[src/rtl/sseg_scan_driver.sv]
`default_nettype none
// ============================================================================
//  Module      : sseg_scan_driver
//  Description : Four-digit common-anode seven-segment scan driver. A 16-bit
//                value and per-digit decimal points are captured into a shadow
//                register on load_i. A refresh divider steps the scanned digit
//                index. A registered output stage decodes the selected nibble
//                and applies per-digit blanking and leading-zero suppression.
//                It also applies output polarity.
//  Ports       : clk            - system clock
//                rst            - synchronous reset, active low
//                value_i[15:0]  - display data, [3:0] = digit0 (rightmost)
//                load_i         - capture strobe for value_i / dp_i
//                dp_i[3:0]      - decimal point request per digit
//                blank_i[3:0]   - forced blank per digit (live, not shadowed)
//                lz_suppress_i  - leading-zero blanking enable (live)
//                an_o[3:0]      - anode enables, bit i = digit i
//                seg_o[6:0]     - segments, bit0 = a ... bit6 = g
//                dp_out_o       - decimal point segment
//                digit_tick_o   - one-cycle pulse when the scan index advances
//  Revision    : 1.0 - initial release
// ============================================================================
module sseg_scan_driver #(
  parameter int REFRESH_DIV    = 100000,
  parameter int DIV_WIDTH      = 17,
  parameter bit ACTIVE_LOW_OUT = 1'b1
) (
  input  logic        clk,
  input  logic        rst,
  input  logic [15:0] value_i,
  input  logic        load_i,
  input  logic [3:0]  dp_i,
  input  logic [3:0]  blank_i,
  input  logic        lz_suppress_i,
  output logic [3:0]  an_o,
  output logic [6:0]  seg_o,
  output logic        dp_out_o,
  output logic        digit_tick_o
);

  localparam logic [DIV_WIDTH-1:0] c_div_last = DIV_WIDTH'(REFRESH_DIV - 1);
  localparam logic [DIV_WIDTH-1:0] c_div_one  = DIV_WIDTH'(1);

  // Idle (all-off) levels at the pins for the selected polarity.
  localparam logic [3:0] c_an_idle  = {4{ACTIVE_LOW_OUT}};
  localparam logic [6:0] c_seg_idle = {7{ACTIVE_LOW_OUT}};
  localparam logic       c_dp_idle  = ACTIVE_LOW_OUT;

  logic [DIV_WIDTH-1:0] div_cnt_q,    div_cnt_d;
  logic [1:0]           digit_idx_q,  digit_idx_d;
  logic                 tick_q,       tick_d;
  logic [15:0]          shadow_val_q, shadow_val_d;
  logic [3:0]           shadow_dp_q,  shadow_dp_d;
  logic [3:0]           an_q,         an_d;
  logic [6:0]           seg_q,        seg_d;
  logic                 dp_q,         dp_d;

  logic [3:0] w_nibble;
  logic [6:0] w_seg_hi;
  logic [3:0] w_lz_zero;
  logic       w_blank;

  // Divider, scan index and shadow capture.
  always_comb begin
    div_cnt_d    = div_cnt_q + c_div_one;
    digit_idx_d  = digit_idx_q;
    tick_d       = 1'b0;
    shadow_val_d = shadow_val_q;
    shadow_dp_d  = shadow_dp_q;
    if (div_cnt_q == c_div_last) begin
      div_cnt_d   = '0;
      digit_idx_d = digit_idx_q + 2'd1;
      tick_d      = 1'b1;
    end
    if (load_i) begin
      shadow_val_d = value_i;
      shadow_dp_d  = dp_i;
    end
  end

  // Nibble select for the digit currently indexed.
  always_comb begin
    w_nibble = shadow_val_q[3:0];
    case (digit_idx_q)
      2'd0: w_nibble = shadow_val_q[3:0];
      2'd1: w_nibble = shadow_val_q[7:4];
      2'd2: w_nibble = shadow_val_q[11:8];
      2'd3: w_nibble = shadow_val_q[15:12];
      default: w_nibble = shadow_val_q[3:0];
    endcase
  end

  // Hex to active-high gfedcba.
  always_comb begin
    w_seg_hi = 7'h00;
    case (w_nibble)
      4'h0: w_seg_hi = 7'h3F;
      4'h1: w_seg_hi = 7'h06;
      4'h2: w_seg_hi = 7'h5B;
      4'h3: w_seg_hi = 7'h4F;
      4'h4: w_seg_hi = 7'h66;
      4'h5: w_seg_hi = 7'h6D;
      4'h6: w_seg_hi = 7'h7D;
      4'h7: w_seg_hi = 7'h07;
      4'h8: w_seg_hi = 7'h7F;
      4'h9: w_seg_hi = 7'h6F;
      4'hA: w_seg_hi = 7'h77;
      4'hB: w_seg_hi = 7'h7C;
      4'hC: w_seg_hi = 7'h39;
      4'hD: w_seg_hi = 7'h5E;
      4'hE: w_seg_hi = 7'h79;
      4'hF: w_seg_hi = 7'h71;
      default: w_seg_hi = 7'h00;
    endcase
  end

  // A digit is a leading zero when it and every higher nibble are zero.
  // Digit0 is never suppressed, so a value of zero still shows "0".
  assign w_lz_zero[3] = (shadow_val_q[15:12] == 4'h0);
  assign w_lz_zero[2] = (shadow_val_q[11:8]  == 4'h0) & w_lz_zero[3];
  assign w_lz_zero[1] = (shadow_val_q[7:4]   == 4'h0) & w_lz_zero[2];
  assign w_lz_zero[0] = 1'b0;

  assign w_blank = blank_i[digit_idx_q] | (lz_suppress_i & w_lz_zero[digit_idx_q]);

  // Output stage: build active-high values, then apply pin polarity last.
  always_comb begin
    an_d  = 4'b0001 << digit_idx_q;
    seg_d = w_seg_hi;
    dp_d  = shadow_dp_q[digit_idx_q];
    if (w_blank) begin
      an_d  = 4'b0000;
      seg_d = 7'h00;
      dp_d  = 1'b0;
    end
    an_d  = an_d  ^ c_an_idle;
    seg_d = seg_d ^ c_seg_idle;
    dp_d  = dp_d  ^ c_dp_idle;
  end

  always_ff @(posedge clk) begin
    if (!rst) begin
      div_cnt_q    <= '0;
      digit_idx_q  <= 2'd0;
      tick_q       <= 1'b0;
      shadow_val_q <= 16'h0000;
      shadow_dp_q  <= 4'b0000;
      an_q         <= c_an_idle;
      seg_q        <= c_seg_idle;
      dp_q         <= c_dp_idle;
    end else begin
      div_cnt_q    <= div_cnt_d;
      digit_idx_q  <= digit_idx_d;
      tick_q       <= tick_d;
      shadow_val_q <= shadow_val_d;
      shadow_dp_q  <= shadow_dp_d;
      an_q         <= an_d;
      seg_q        <= seg_d;
      dp_q         <= dp_d;
    end
  end

  assign an_o         = an_q;
  assign seg_o        = seg_q;
  assign dp_out_o     = dp_q;
  assign digit_tick_o = tick_q;

endmodule
`default_nettype wire

[config.mk]
export PLATFORM = sky130hd
export DESIGN_NAME = sseg_scan_driver
export DESIGN_NICKNAME = d
export VERILOG_FILES = /design/src/rtl/sseg_scan_driver.sv
export SDC_FILE = /design/constraint.sdc
export NUM_CORES = 1
export LEC_CHECK = 0
export ABC_AREA = 0
export CAP_MARGIN = 0
export CORE_MARGIN = 2
export CORE_UTILIZATION = 25
export DETAILED_ROUTE_END_ITERATION = 12
export GPL_TIMING_DRIVEN = 0
export PLACE_DENSITY_LB_ADDON = 0.1
export SLEW_MARGIN = 40
export SYNTH_ARGS = -nofsm -noshare
export SYNTH_HDL_FRONTEND = slang
export SYNTH_SLANG_ARGS = --single-unit
[constraint.sdc]
create_clock -name clk -period 2.79 [get_ports clk]
set_input_delay 0.279 -clock clk [delete_from_list [all_inputs] [get_ports clk]]
set_output_delay 0.279 -clock clk [all_outputs]
set_load 0.02 [all_outputs]
==> out/results.ini <==
[run_status]
status = complete, no violations

[cts]
cts-root-buf = clkbuf_8
tritoncts = yes
cts_resized = 1
cts-hold-fix-buffers = 0
clockBufferDepth = 2
worstSkewPairLatency_ns = 0.30
h-tree-depth = 2
clk_pin_slew_worst_paths_ns = 0.09
clkSinkCount = 52
numCtsBuffers = 5
cts_setup_buffers = 0

[timing]
setup_violations = 0
worstMarginPinSlew_ns = 0.837
clock.fmax_ghz = 0.392
final_max_slew_viol_count = 0
skew_ns = 0.00787
fin_crit_ns = 2.55
slew_headroom_pct = 44.2
rsz0062_at_grt = false
setup_tns_ns = 0
finalHoldViolCount = 0
finalCritPeriodShare_pct = 91.5

[global_routing]
grt.met1_usage_pct = 15.2
antenna_found_initial = 0
met3_usage_pct = 2.99
busiest_layer = met2
use_met2_pct = 18.3
grt.overflow.total = 0
grt_max_degree = 16
grt_pass1_wl_mm = 9.13
grt_use_total_pct = 11.5
grt_pass1_vias = 1823

[worst_hold_path]
min-delay-start = div_cnt_q[0]
holdCritPathClass = reg -> reg
hold_path_depth = 1

[synth]
synth_common_cells = dfxtp_1, nor2_1, mux2i_1
seq_area_frac_synth_pct = 45.1
synth_nets = 281
ys_ff_latch = 52
netlist.area_leader.share_pct = 45.1
ys_warn_count = 0
synth_ff_type = dfxtp_1
syn_avg_cell_area_um2 = 9.58
synth_area_um2 = 2310
yosys-top-cells-area = dfxtp_1, mux2i_1, nor2_1, ha_1, xnor2_1
synth-edff-count = 0
synth_largest_area_cell = dfxtp_1
synth_most_common_cell = dfxtp_1
synth.distinct_cells = 36
async_reset_ff_share_pct = 0
postSynthCellCount = 241

[critical_path]
crit_chain = inv_1 > ha_1 > a222oi_1 > a21oi_2 > inv_1 > ha_1 > mux2i_1 > a22oi_1 > a311oi_1 > o21ai_1
worstSetupStartpointType = register
r2r_cells = 10
cp_max_fo = 7
r2r_start = digit_idx_q[0]
endpoint_kind = register
crit_path_max_incr_delay_ns = 0.44
crit_type = reg -> reg
setup.worst_path.start = digit_idx_q[0]
cp.required_ns = 2.98
slowest_stage = dfxtp_2
cp.arrival_ns = 2.74

[drt]
finalWirelength_mm = 5.38
drtAntennaViolNets = 0
vias = 1809
drt_iter0_drc = 75
wl_per_cell_um = 13.4
vias_per_cell = 4.52
drt_first_pass_iters = 4
drc = 0

[layout]
synthToLayoutAreaGrowth_pct = 29.0
layout-drive-gt1-share_pct = 7.27
utilization_pct = 32.7
antenna_cells = 0
final_nets = 328

[power]
p_total_mw = 1.53
ir_drop_v = 0.000154
leakagePower_nw = 1.14
power.density_nw_per_um2 = 513

[job]
maxCapViolations = 0

[floorplanning]
core_area_um2 = 9110
dieArea_um2 = 10000
fp.dieH_um = 100
die_w_um = 100
ioPinCount = 41
rows = 35
start_util_pct = 25.4

[placement]
io_buffers = 39
dp_hpwl_mm = 4.08
gp_congestion = 0.750

## kinds of logic after synthesis
kind of cell	after synthesis	share of synthesized area, %
simple gates	93	18.4
flops	52	45.1
mux	28	13.5
compound gates	25	7.75
xor+xnor	16	6.07
buf+inv	15	2.76
fa+ha+maj	12	6.50
## stage by stage
stage | setup slack (ns) | std cells | cell area, µm² | hold WS, ns
global route | 0.0170 | 400 | 2980 | 0.490
floorplan | 0.510 | 241 | 2310 | 0.425
CTS | 0.0346 | 399 | 2970 | 0.484
finish | 0.237 | 400 | 2980 | 0.476
global placement | -0.0117 | 391 | 2840 | 0.451
detailed placement | -0.00737 | 391 | 2840 | 0.462
## worst paths after layout
kind / slack, ns / endpoint
worst max-delay path: 0.24 / seg_o[3]
worst min-delay path: 0.48 / div_cnt_q[0]
worst max register to register: 0.24 / seg_o[3]
worst min register to register: 0.48 / div_cnt_q[0]
## flip-flops by register name, summed over array words and instances, names as in the netlist
name and flops:
shadow_dp_q 4, an_o 4, digit_tick_o 1, dp_out_o 1, seg_o 7, div_cnt_q 17, digit_idx_q 2, shadow_val_q 16
## routing by layer
layer	part of all wire (%)	routed length [µm]	up-vias
li1	-	-	930
met1	50	2680	832
met2	44	2370	41
met3	4.7	252	6
met4	1.4	76	0
met5	0	0	-
## report_power, final
| part | internal (mW) | switching, mW |
|---|---|---|
| registers | 0.771 | 0.0188 |
| clock network | 0.317 | 0.254 |
| logic | 0.0907 | 0.0783 |
## area by class of cell
cell class | instances | area [µm²]
Buffer | 6 | 30.0
Clock inverter | 1 | 30.0
Tap cell | 111 | 139
Clock buffer | 7 | 96.3
Fill cell | 978 | 6130
Sequential cell | 52 | 1040
Timing Repair Buffer | 40 | 395
Multi-Input combinational cell | 174 | 1210
Inverter | 9 | 33.8
## critical path, delay by kind of cell (launching register included)
family / cells / cell delay [ns]
fa+ha+maj: 2 / 0.58
mux: 1 / 0.15
flops: 1 / 0.44
compound gates: 5 / 0.95
buf+inv: 2 / 0.32
## placed cells by master, fill, tap and decap left out, types with 2 or more instances in the layout
master,n
mux2i_1,23
o211ai_1,2
nor2_1,46
and3_1,3
nor3_1,2
nor4_1,3
buf_4,2
inv_1,8
mux4_2,2
dfxtp_2,2
nand2_1,18
clkbuf_1,4
a22oi_1,2
xnor2_1,9
xor2_1,7
clkdlybuf4s50_1,39
nand3_1,5
nor2b_1,2
nor4b_1,3
nand4_1,4
a21oi_1,6
a21oi_2,3
ha_1,12
nand2b_1,2
and2b_1,2
a222oi_1,4
dfxtp_1,50
o221ai_1,4
o21ai_1,2
clkbuf_8,7
(Power assumes the default switching activity.)
